--- config.mk ---
export PLATFORM = sky130hd
export DESIGN_NAME = mul_div_seq
export DESIGN_NICKNAME = d
export VERILOG_FILES = /design/src/rtl/mul_div_seq.sv
export SDC_FILE = /design/constraint.sdc
export NUM_CORES = 1
export LEC_CHECK = 0
export CORE_MARGIN = 5
export CORE_UTILIZATION = 51
export CTS_BUF_LIST = sky130_fd_sc_hd__clkbuf_8
export DETAILED_ROUTE_END_ITERATION = 8
export HOLD_SLACK_MARGIN = 0.08
export MAX_ROUTING_LAYER = met4
export PLACE_DENSITY = 0.86
export SLEW_MARGIN = 20
export SYNTH_ARGS = -nofsm -noshare
export SYNTH_HDL_FRONTEND = slang
export SYNTH_SLANG_ARGS = --single-unit
--- constraint.sdc ---
create_clock -name clock -period 4.1 [get_ports clock]
set_clock_uncertainty 0.1 [all_clocks]
set_input_delay 1.23 -clock clock [delete_from_list [all_inputs] [get_ports clock]]
set_output_delay 1.23 -clock clock [all_outputs]
set_load 0.03 [all_outputs]
--- src/rtl/mul_div_seq.sv ---
// Sequential signed 32x32 multiplier (radix-2 Booth) and restoring divider.
// One iteration per clock; the result lands in {hi,lo} with a one-cycle done pulse.
module mul_div_seq (
  input  logic        clock,
  input  logic        clear,
  input  logic        start,
  input  logic        op,
  input  logic [31:0] operand_a,
  input  logic [31:0] operand_b,
  output logic        busy,
  output logic        done,
  output logic [31:0] hi,
  output logic [31:0] lo,
  output logic        div_by_zero
);

  typedef enum logic [2:0] {IDLE, MUL, DIV, FIX, DONE} state_t;

  state_t      state;
  logic [5:0]  cnt;
  logic [32:0] acc;     // Booth upper accumulator, or partial remainder
  logic [31:0] qr;      // multiplier bits, or dividend/quotient shift register
  logic        qm1;
  logic [32:0] m;       // sign-extended multiplicand, or zero-extended |divisor|
  logic        neg_q;
  logic        neg_r;

  logic [32:0] acc_add;
  logic [32:0] mul_acc_nx;
  logic [31:0] mul_q_nx;
  logic        mul_qm1_nx;
  logic [32:0] rem_sh;
  logic [32:0] diff;
  logic [32:0] rem_nx;
  logic [31:0] div_q_nx;
  logic [31:0] quot_fix;
  logic [31:0] rem_fix;
  logic [31:0] a_mag;
  logic [31:0] b_mag;

  // NOTE: always_comb gives every output a default first, so no path infers a latch.
  always_comb begin
    acc_add = acc;
    case ({qr[0], qm1})
      2'b01:   acc_add = acc + m;
      2'b10:   acc_add = acc - m;
      default: acc_add = acc;
    endcase
    {mul_acc_nx, mul_q_nx, mul_qm1_nx} = {acc_add[32], acc_add, qr};

    rem_sh = {acc[31:0], qr[31]};
    diff   = rem_sh - m;
    if (!diff[32]) begin
      rem_nx   = diff;
      div_q_nx = {qr[30:0], 1'b1};
    end else begin
      rem_nx   = rem_sh;
      div_q_nx = {qr[30:0], 1'b0};
    end

    quot_fix = neg_q ? (32'd0 - qr) : qr;
    rem_fix  = neg_r ? (32'd0 - acc[31:0]) : acc[31:0];

    // The most negative value maps onto itself, which is 2^31 read as unsigned.
    a_mag = operand_a[31] ? (32'd0 - operand_a) : operand_a;
    b_mag = operand_b[31] ? (32'd0 - operand_b) : operand_b;
  end

  assign busy = (state == MUL) || (state == DIV) || (state == FIX);
  assign done = (state == DONE);

  // NOTE: sequential state uses non-blocking assignments so every register samples pre-edge values.
  always_ff @(posedge clock) begin
    if (clear) begin
      state       <= IDLE;
      cnt         <= 6'd0;
      acc         <= 33'd0;
      qr          <= 32'd0;
      qm1         <= 1'b0;
      m           <= 33'd0;
      neg_q       <= 1'b0;
      neg_r       <= 1'b0;
      hi          <= 32'd0;
      lo          <= 32'd0;
      div_by_zero <= 1'b0;
    end else begin
      case (state)
        IDLE: begin
          if (start) begin
            cnt         <= 6'd32;
            div_by_zero <= 1'b0;
            acc         <= 33'd0;
            qm1         <= 1'b0;
            if (!op) begin
              qr    <= operand_b;
              m     <= {operand_a[31], operand_a};
              state <= MUL;
            end else if (operand_b == 32'd0) begin
              hi          <= operand_a;
              lo          <= 32'hFFFF_FFFF;
              div_by_zero <= 1'b1;
              state       <= DONE;
            end else begin
              qr    <= a_mag;
              m     <= {1'b0, b_mag};
              neg_q <= operand_a[31] ^ operand_b[31];
              neg_r <= operand_a[31];
              state <= DIV;
            end
          end
        end
        MUL: begin
          acc <= mul_acc_nx;
          qr  <= mul_q_nx;
          qm1 <= mul_qm1_nx;
          cnt <= cnt - 6'd1;
          if (cnt == 6'd1) begin
            hi    <= mul_acc_nx[31:0];
            lo    <= mul_q_nx;
            state <= DONE;
          end
        end
        DIV: begin
          acc <= rem_nx;
          qr  <= div_q_nx;
          cnt <= cnt - 6'd1;
          if (cnt == 6'd1) state <= FIX;
        end
        FIX: begin
          hi    <= rem_fix;
          lo    <= quot_fix;
          state <= DONE;
        end
        DONE:    state <= IDLE;
        default: state <= IDLE;
      endcase
    end
  end

endmodule
# [Yosys cells after proc, flatten, opt, wreduce, memory -nomap -nowiden]
# Index checks and enable logic that the tools add are counted.
[word_totals] ff_bits=175 latchBits=0 ram_bits=0 mem_bits_ro=0 in_bits=68 output_inout_bits=67 elab_cells=90 mem_count=0
[op_classes] add_sub_neg=8 mul=0 n_div=0 magnitude_cmp=0 n_eq_ne=14 shift=0 muxes=37 bitwise=2 reduce_logical=18
[ops] operator="two-way mux 32 bit" n=15
[ops] operator="case mux 32 bit (3 select lines)" n=3
[ops] operator="two-way mux 33 bit" n=4
[ops] operator="subtractor 1 x 32 -> 32 bit, first input constant" n=4
[ops] operator="case mux 33 bit (3 select lines)" n=1
[ops] operator="case mux 33 bit (2 select lines)" n=1
[ops] operator="subtractor 33 bit" n=2
[ops] operator="adder 33 bit" n=1
[ops] operator="logical NOT 32 bit" n=1
[ops] operator="two-way mux 3 bit" n=5
[ops] operator="case mux 3 bit (4 select lines)" n=1
[ops] operator="case mux 6 bit (2 select lines)" n=1
[ops] operator="AND reduction 3 bit" n=3
[ops] operator="inequality test 2 bit, second input constant" n=4
[ops] operator="AND reduction 2 bit" n=4
[ops] operator="equality test 3 x 2 -> 1 bit, second input constant" n=2
[ops] operator="equality test 6 x 1 -> 1 bit, second input constant" n=1
[ops] operator="two-way mux 6 bit" n=1
[ops] operator="nonzero test 3 bit" n=2
[ops] operator="subtractor 6 x 1 -> 6 bit, second input constant" n=1
[ops] operator="AND reduction 5 bit" n=1
[ops] operator="two-way mux 1 bit" n=4
[ops] operator="inequality test 2 x 1 -> 1 bit, second input constant" n=2
[ops] operator="AND reduction 4 bit" n=1
[ops] operator="12 further kinds" n=14

# [Logic depth before layout (Yosys ltp)]
# Gate-level depths: netlist of run 1.
[depth] ltp_word=6 ltp_mapped=18 mapped_depth_nobuf=18

# [Worst setup path after synthesis of run 1]
# OpenSTA, ideal clock, no wires.
[synth_timing] path_kind="flip-flop to flip-flop" startpoint="reg m[2]" endpoint="reg acc[25]" setup_time_ns=0.134 arrival_time_ns=4.256 required_time_ns=3.866 path_slack_ns=-0.390 path_stages_with_launch=18 n_path_buf=1 synth_period_minus_slack_ns=4.490 cell_sequence="dfxtp_1 or3_1 nor4_1 nand2_1 nor2_1 a31oi_1 xnor2_1 ha_1 clkbuf_1 nand4_1 or3_1 a211o_1 a21oi_1 o2111ai_1 and4_1 or3_1 a221oi_1 a211oi_1"
[synth_between] elab_chain_len=3 elab_cells_between_ends=6 cone_classes="add/sub (3); mux (3)"
[synth_rtl] element="start: declaration" line="24" source="logic [32:0] m;"
[synth_rtl] element="start signal: assignment" line="96" source="m <= {operand_a[31], operand_a};"
[synth_rtl] element="start signal: assignment" line="105" source="m <= {1'b0, b_mag};"
[synth_rtl] element="subtractor 33 bit, or another cell as far along" line="46" source="2'b10: acc_add = acc - m;"
[synth_rtl] element="case mux 33 bit (2 select lines) or two-way mux 33 bit (tied branches)" line="44, 53"
[synth_rtl] element="case mux 33 bit (3 select lines) *" line="87" source="case (state)"
[synth_rtl] element="end signal: assignment" line="113" source="acc <= mul_acc_nx;"
[synth_rtl] element="end signal: assignment" line="124" source="acc <= rem_nx;"
[synth_rtl] element="end: declaration" line="21" source="logic [32:0] acc;"
# Every way passes the cells marked *; elsewhere a longest branch is shown, timed or not.
# A chain may end at the register's enable or synchronous reset.

# [Final worst setup path of run 1]
[layout_timing] startpoint="reg m[4]" endpoint="reg hi[25]"
[layout_between] elab_chain_len=4 elab_cells_between_ends=5 cone_classes="add/sub (2); mux (3)"
[layout_rtl] element="subtractor 33 bit or adder 33 bit (tied branches)" line="46, 45"
[layout_rtl] element="case mux 33 bit (2 select lines) *" line="44" source="case ({qr[0], qm1})"
[layout_rtl] element="two-way mux 32 bit *" line="117" source="if (cnt == 6'd1) begin"
[layout_rtl] element="case mux 32 bit (3 select lines) *" line="87"
[layout_rtl] element="end signal: assignment" line="99" source="hi <= operand_a;"
[layout_rtl] element="end signal: assignment" line="118" source="hi <= mul_acc_nx[31:0];"
[layout_rtl] element="end signal: assignment" line="130" source="hi <= rem_fix;"
[layout_rtl] element="end: declaration" line="12" source="output logic [31:0] hi,"
# Every way passes the cells marked *; elsewhere a longest branch is shown, timed or not. The select of a mux whose other input is x is not followed.

==> results by group, run 1 <==
Logic synthesis
  – YS warnings: 0
  – Async SR Flop Fraction: 0%
  – Post-Synthesis Mean Instance Area: ~7.3 um2
  – Count of different cell masters after synthesis: 68
  – Number of synthesized flops with an enable pin: 0
  – Mapped Area: 0.0154 mm2
  – Syn nets: approximately 2300
  – Sequential area share after synthesis: 22.7%
  – #FFs+latches synth: between 150 and 200
  – Gate Count Post-Synth: 2111
  – Ys flop type: dfxtp_1

Setup path
  – Critical path fanouts, max: 4
  – CP Capture Type: flip-flop
  – Worst path bufs/invs: 2
  – CP startpoint kind: flip-flop
  – Reg2reg setup slack: -0.33 ns
  – Largest stage delay, worst path: ~0.42 ns
  – Critical-path cell list: or3_4 -> nor3b_2 -> buf_4 -> and4_4 -> a21oi_2 -> xnor2_1 -> ha_1 -> nand4_1 -> or3_1 -> a211o_1 -> a21oi_4 -> o2111ai_2 -> and4_1 -> or3_4 -> a221oi_2 -> buf_4 -> a211oi_2
  – Crit-path leading delay family: simple AND/OR/NAND/NOR gates
  – Critical Path RT: 4.36 ns
  – CP Class: flip-flop to flip-flop
  – Worst path slowest cell: or3_4
  – Data arrival, critical path: 4.69 ns

CTS
  – Num CTS Buffers: 17
  – H-tree depth: 4
  – Bufs on Longest Clock Path: 2
  – CTS clk-pin slew, worst paths: 0.13 ns
  – Clk sinks: 175
  – TritonCTS clock tree: built
  – Root buffer cell: clkbuf_8
  – Clk_lat worst skew: 0.49 ns

Power and ir drop
  – Clock network fraction of total power: 6.5%
  – Leak Pwr: 7.95 nW
  – Pwr/cell area: 988 mW/mm2
  – Sequential power share: 15.2%
  – Worst vdd ir: 0.00171 V
  – Pint: approximately 9.5 mW
  – Switching portion of total power: 52.5%
  – NetSw: 10.5 mW
  – Pwr Total: 20.0 mW
  – Gate power share: 78.2%

Finish
  – Post-layout utilization of the core: 68.0%
  – Layout cells sized above 1: 19.7%
  – Cell Count, Final, Fillers Out: 2798
  – Layout area overhead: 31.1%
  – Fin area: 0.0202 mm2
  – Filler cells: 2425
  – Nets@finish: 2536

Drt
  – Routed Wire Length: between 60000 and 70000 um
  – Vias: ~18000
  – Final ANT Viol Nets: 0
  – 1st-pass router iterations: 6
  – DR iter-0 viols: 2448
  – Vias per cell: 6.50
  – # DRC: 0
  – DR WL/cell: 21.9 um

STA
  – Final setup TNS: -1.81 ns
  – FMAX: approximately 230 MHz
  – Final Hold Violating Endpoints: 0
  – Hold WS: ~0.37 ns
  – Slew margin rel.: a little over a third
  – RSZ-0062 raised after global routing: yes
  – Worst-Margin Slew: 0.966 ns
  – PnR worst setup slack: -0.330 ns
  – Tmin final: 4.43 ns
  – Slew Limit Fails: 0
  – # setup viols final: 10
  – Tcrit/Tclk final: 108%

Run status
  – Status: finished with violations
  – Failing checks: setup timing

Die
  – Num rows: 63
  – DIE WIDTH: about 180 um
  – Top Ports: 135
  – Die footprint: between 0.03 and 0.04 mm2
  – Die height: around 180 um
  – Initial Utilization: 51.9%
  – Area of the core: 0.0297 mm2

Global route
  – First-pass GRT wire length: 93400 um
  – Initial antenna violation count: 1
  – Largest net degree at the start of global routing: 118
  – Grt ovf: 0
  – Total track usage: 35.5%
  – Vias in the first global route: 16800

Placed design
  – Placed insts: 2742
  – Placed Area: 0.0190 mm2
  – PortBufs: 134
  – GPL Wtd Cong: 1.01
  – HPWL after detailed placement: 46100 um
  – Dpl ws: -1.06 ns

Job
  – Max-cap violations: 0

Worst hold path
  – Hold crit path type: flip-flop to flip-flop
-- layout make-up --
| type | instances | area, um2 | share of cell area [%] |
|---|---|---|---|
| Antenna cell | 1 | 2.50 | 0.0124 |
| Inverter | 64 | 255 | 1.26 |
| Clock inverter | 15 | 201 | 0.997 |
| Tap cell | 390 | 488 | 2.41 |
| Sequential cell | 175 | 3510 | 17.3 |
| Clock buffer | 17 | 234 | 1.16 |
| Multi-Input combinational cell | 1706 | 11700 | 57.7 |
| Timing Repair Buffer | 430 | 3870 | 19.1 |
-- Yosys cell counts, types with 38 or more instances --
library cell / count / area, um2
a221oi_1: 40 / 350
xnor2_1: 107 / 937
dfxtp_1: 175 / 3500
a311oi_1: 44 / 385
ha_1: 72 / 901
inv_1: 63 / 236
o31ai_1: 38 / 285
nand2_1: 176 / 661
a21oi_1: 139 / 696
a211oi_1: 117 / 878
xor2_1: 101 / 885
o21ai_0: 115 / 576
clkbuf_1: 138 / 518
nor2_1: 287 / 1080
a31oi_1: 45 / 282
-- timing repair --
action | CTS | global route
pin swaps | 27 | 27
gates resized for setup | 53 | 91
gates cloned | 3 | 1
setup endpoints to repair | 143 | 118
setup buffers | 14 | 8
hold buffers | 0 | 0
endpoints found under the hold margin | 0 | 0
-- registers in the layout, summed over array words and instances, names as in the netlist --
name	count
acc	33
m	33
hi	32
lo	32
qr	32
cnt	6
state	3
div_by_zero	1
neg_q	1
neg_r	1
qm1	1
-- kinds of logic (layout without fill, tap and decap cells) --
logic type,after synthesis,in the layout,synth area share [%]
simple gates,700,700,21.0
compound gates,691,691,30.4
buf+inv,230,526,5.71
xor+xnor,208,208,11.8
flops,175,175,22.7
fa+ha+maj,74,74,6.10
mux,33,33,2.26
other cells,0,1,0
-- metal layers --
layer	GRT usage [%]	wire, um
met1	46.7	24400
met2	54.9	27300
met3	4.35	6060
met4	15.4	3350
met5	-	0
-- worst paths after layout --
check                           startpoint                       end  depth (start not counted)
setup / recovery         m[4]$_SDFFE_PP0P_       hi[25]$_SDFFE_PP0P_                         17
hold / removal    div_by_zero$_SDFFE_PP0P_  div_by_zero$_SDFFE_PP0P_                          2
setup reg to reg         m[4]$_SDFFE_PP0P_       hi[25]$_SDFFE_PP0P_                         17
hold reg to reg   div_by_zero$_SDFFE_PP0P_  div_by_zero$_SDFFE_PP0P_                          2
-- worst reg2reg max path, cell delays in order, from the launching register on --
cell and delay, ns:
dfxtp_2 0.34, or3_4 0.42, nor3b_2 0.19, buf_4 0.16, and4_4 0.28, a21oi_2 0.07, xnor2_1 0.13, ha_1 0.31
nand4_1 0.22, or3_1 0.42, a211o_1 0.31, a21oi_4 0.24, o2111ai_2 0.14, and4_1 0.17, or3_4 0.37, a221oi_2 0.20
buf_4 0.19, a211oi_2 0.07
-- cells in the final DEF (no fill, tap or decap), types with 35 or more instances in the layout --
master | Yosys | layout
xnor2_1 | 107 | 103
nand2_1 | 176 | 173
xor2_1 | 101 | 100
nor2_1 | 287 | 276
inv_1 | 63 | 61
a31oi_1 | 45 | 42
a311oi_1 | 44 | 42
ha_1 | 72 | 69
buf_4 | 1 | 268
o21ai_0 | 115 | 105
dfxtp_1 | 175 | 173
clkdlybuf4s50_1 | 0 | 122
a211oi_1 | 117 | 105
o31ai_1 | 38 | 38
a221oi_1 | 40 | 35
a21oi_1 | 139 | 124
-- power by group through the flow --
| stage | Combinational, mW | Clock (mW) | Sequential, mW |
|---|---|---|---|
| floorplan | 9.45 | 0 | 2.98 |
| global placement | 14.2 | 0 | 3.00 |
| detailed placement | 14.4 | 0 | 3.03 |
| CTS | 14.7 | 1.30 | 2.99 |
| global route | 16.8 | 1.37 | 3.09 |
| finish | 15.6 | 1.31 | 3.04 |
(Power assumes the default switching activity.)
==> run 2: changes to the inputs <==
Clock period 4.1 ns to 3.9 ns, I/O delays scaled along.
==> run 2 against run 1 <==
  * The run still ends with setup timing left
  * Worst hold slack worse by 0.0046 ns
  * Via count up 4.5%
  * Sequential cell count unchanged
  * Combinational power up 16%
  * Global-route usage up 1.6 points
  * Sequential share of layout area down 0.96 points
  * Die area unchanged
  * Utilization up 4.0 points
  * Worst setup slack worse by 0.086 ns
  * Sequential power up 8.2%
  * Total power up 14%
  * Critical path type unchanged
==> results by group, run 2 (synthesis gave the netlist of run 1 again) <==
Global route
  – Grt met1 use: between 40% and 50%
  – Initial antenna violation count: 0
  – Top Usage Layer GRT: met2
  – Met3 usage: under 10%
  – First-pass GRT wire length: 97500 um
  – Total track usage: a little under two fifths
  – Met2 Use GR: 59.1%
  – Grt ovf: 0
  – Vias in the first global route: roughly 18000
  – Largest net degree at the start of global routing: approximately 110

Drt
  – DR WL/cell: 23.1 um
  – Final ANT Viol Nets: 0
  – Vias: 19000
  – 1st-pass router iterations: 6
  – Vias per cell: ~6.6
  – Routed Wire Length: approximately 67000 um
  – DR iter-0 viols: 2719
  – # DRC: 0

CTS
  – Num CTS Buffers: 17
  – Root buffer cell: clkbuf_8
  – TritonCTS clock tree: built
  – Hold buffers post-CTS: 0
  – Clk sinks: 175
  – CTS clk-pin slew, worst paths: 0.11 ns
  – H-tree depth: 4
  – Clk_lat worst skew: 0.51 ns
  – Bufs on Longest Clock Path: 2

Placed design
  – GPL Wtd Cong: 1.04
  – HPWL after detailed placement: 47700 um
  – PortBufs: 134

STA
  – Slew margin rel.: between 30% and 40%
  – PnR worst setup slack: -0.416 ns
  – Final setup TNS: -7.90 ns
  – FMAX: 232 MHz
  – Tcrit/Tclk final: 111%
  – Worst-Margin Slew: 0.955 ns
  – Slew Limit Fails: 0
  – RSZ-0062 raised after global routing: yes
  – Final Hold Violating Endpoints: 0
  – # setup viols final: 65
  – Tmin final: 4.32 ns

Die
  – Die footprint: roughly 0.034 mm2
  – Top Ports: 135
  – Die height: about 180 um
  – Num rows: 63
  – Initial Utilization: 51.9%
  – Area of the core: 0.0297 mm2
  – DIE WIDTH: 184 um

Setup path
  – Reg2Reg Depth: 20
  – RR Endpoint: hi[31]$_SDFFE_PP0P_
  – CP Capture Type: flip-flop
  – RR Startpoint: m[4]$_SDFFE_PP0P_
  – CP startpoint kind: flip-flop
  – CP Class: flip-flop to flip-flop
  – Critical path fanouts, max: 4
  – Data arrival, critical path: roughly 4.6 ns
  – Critical Path RT: 4.19 ns
  – Reg2reg setup slack: -0.42 ns

Finish
  – Layout area overhead: 38.9%
  – Most common cell after layout, fill and taps aside: buf_4
  – Layout cells sized above 1: 25.6%
  – Filler cells: approximately 2200
  – ANT cells: 0
  – Nets@finish: 2622
  – Commonest cells after routing, fill and taps aside: 337 x buf_4, 248 x nor2_1, 173 x nand2_1, 172 x dfxtp_1, 124 x clkdlybuf4s50_1
  – Largest regs: acc: 33 flops, m: 33 flops

Power and ir drop
  – Pwr/cell area: 1060 mW/mm2
  – Pwr Total: 22.7 mW
  – Leak Pwr: 8.50 nW
  – Worst vdd ir: 0.00119 V

Run status
  – Status: finished with violations
  – Failing checks: setup timing

Worst hold path
  – Hold Path End: div_by_zero$_SDFFE_PP0P_
  – HP Start: div_by_zero$_SDFFE_PP0P_
  – WHS Path Cells: 2
  – Hold crit path type: flip-flop to flip-flop

Job
  – Max-cap violations: 0
-- run 2: timing repair --
| item | 4_1_cts | 5_1_grt |
|---|---|---|
| endpoints found under the hold margin | 0 | 0 |
| setup buffers | 23 | 23 |
| gates resized for setup | 114 | 156 |
| endpoints found under the setup margin | 161 | 105 |
| cloned | 3 | 6 |
| pin swaps | 63 | 68 |
-- run 2: area by class of cell --
type	count	area, um2	area share, %
flip-flops and latches	175	3510	16.4
inverters	64	255	1.19
repair buffers	516	4640	21.7
multi-input cells	1706	12100	56.5
well taps	390	488	2.28
clock buffers	17	234	1.09
clock inverters	15	194	0.906
-- run 2: how the worst max path moves through the flow --
| stage | startpoint | to | slack [ns] |
|---|---|---|---|
| after floorplan | operand_b[0] | hi[12]$_SDFFE_PP0P_ | -0.26 |
| after global placement | operand_b[0] | lo[8]$_SDFFE_PP0P_ | -1.0 |
| after detailed placement | operand_b[0] | hi[31]$_SDFFE_PP0P_ | -1.12 |
| after CTS | m[4]$_SDFFE_PP0P_ | hi[25]$_SDFFE_PP0P_ | -0.42 |
| after global routing | m[4]$_SDFFE_PP0P_ | hi[25]$_SDFFE_PP0P_ | -0.54 |
| final | m[4]$_SDFFE_PP0P_ | hi[31]$_SDFFE_PP0P_ | -0.42 |
-- run 2: metal layers --
metal  share of wire [%]  up-vias
li1                    -     8513
met1                  38     8887
met2                  45     1290
met3                  11      321
met4                 5.9        0
met5                   0        -
-- run 2: critical path, stage by stage, from the launching register on --
cell and delay, ns:
dfxtp_2 0.34, or3_4 0.41, nor4_4 0.24, nand2_2 0.15
nor2_4 0.22, buf_6 0.12, buf_6 0.11, a21oi_2 0.07
xnor2_2 0.15, ha_1 0.34, buf_4 0.15, nand2_2 0.05
o21ai_2 0.08, or3_4 0.42, a41oi_2 0.18, o2111ai_2 0.17
a21o_1 0.20, a21oi_2 0.16, mux2i_1 0.09, buf_4 0.15
a311oi_1 0.30
-- run 2: stage by stage --
| step | instance area [um2] | setup WS, ns | hold slack, ns | utilization, % | std cells |
|---|---|---|---|---|---|
| after CTS | 20500 | -0.423 | 0.368 | 69.0 | 2858 |
| after floorplan | 15600 | -0.259 | 0.348 | - | 2111 |
| final | 21400 | -0.416 | 0.369 | 72.1 | 2883 |
| after detailed placement | 19400 | -1.12 | 0.349 | 65.3 | 2801 |
| after global routing | 21400 | -0.540 | 0.387 | 72.1 | 2883 |
| after global placement | 19400 | -0.996 | 0.354 | 65.3 | 2801 |
-- run 2: where the power goes --
group	switching, mW	total, mW	internal [mW]
registers	0.926	3.29	2.36
clock network	0.835	1.39	0.553
logic	10.0	18.1	8.03
total	11.8	22.7	10.9
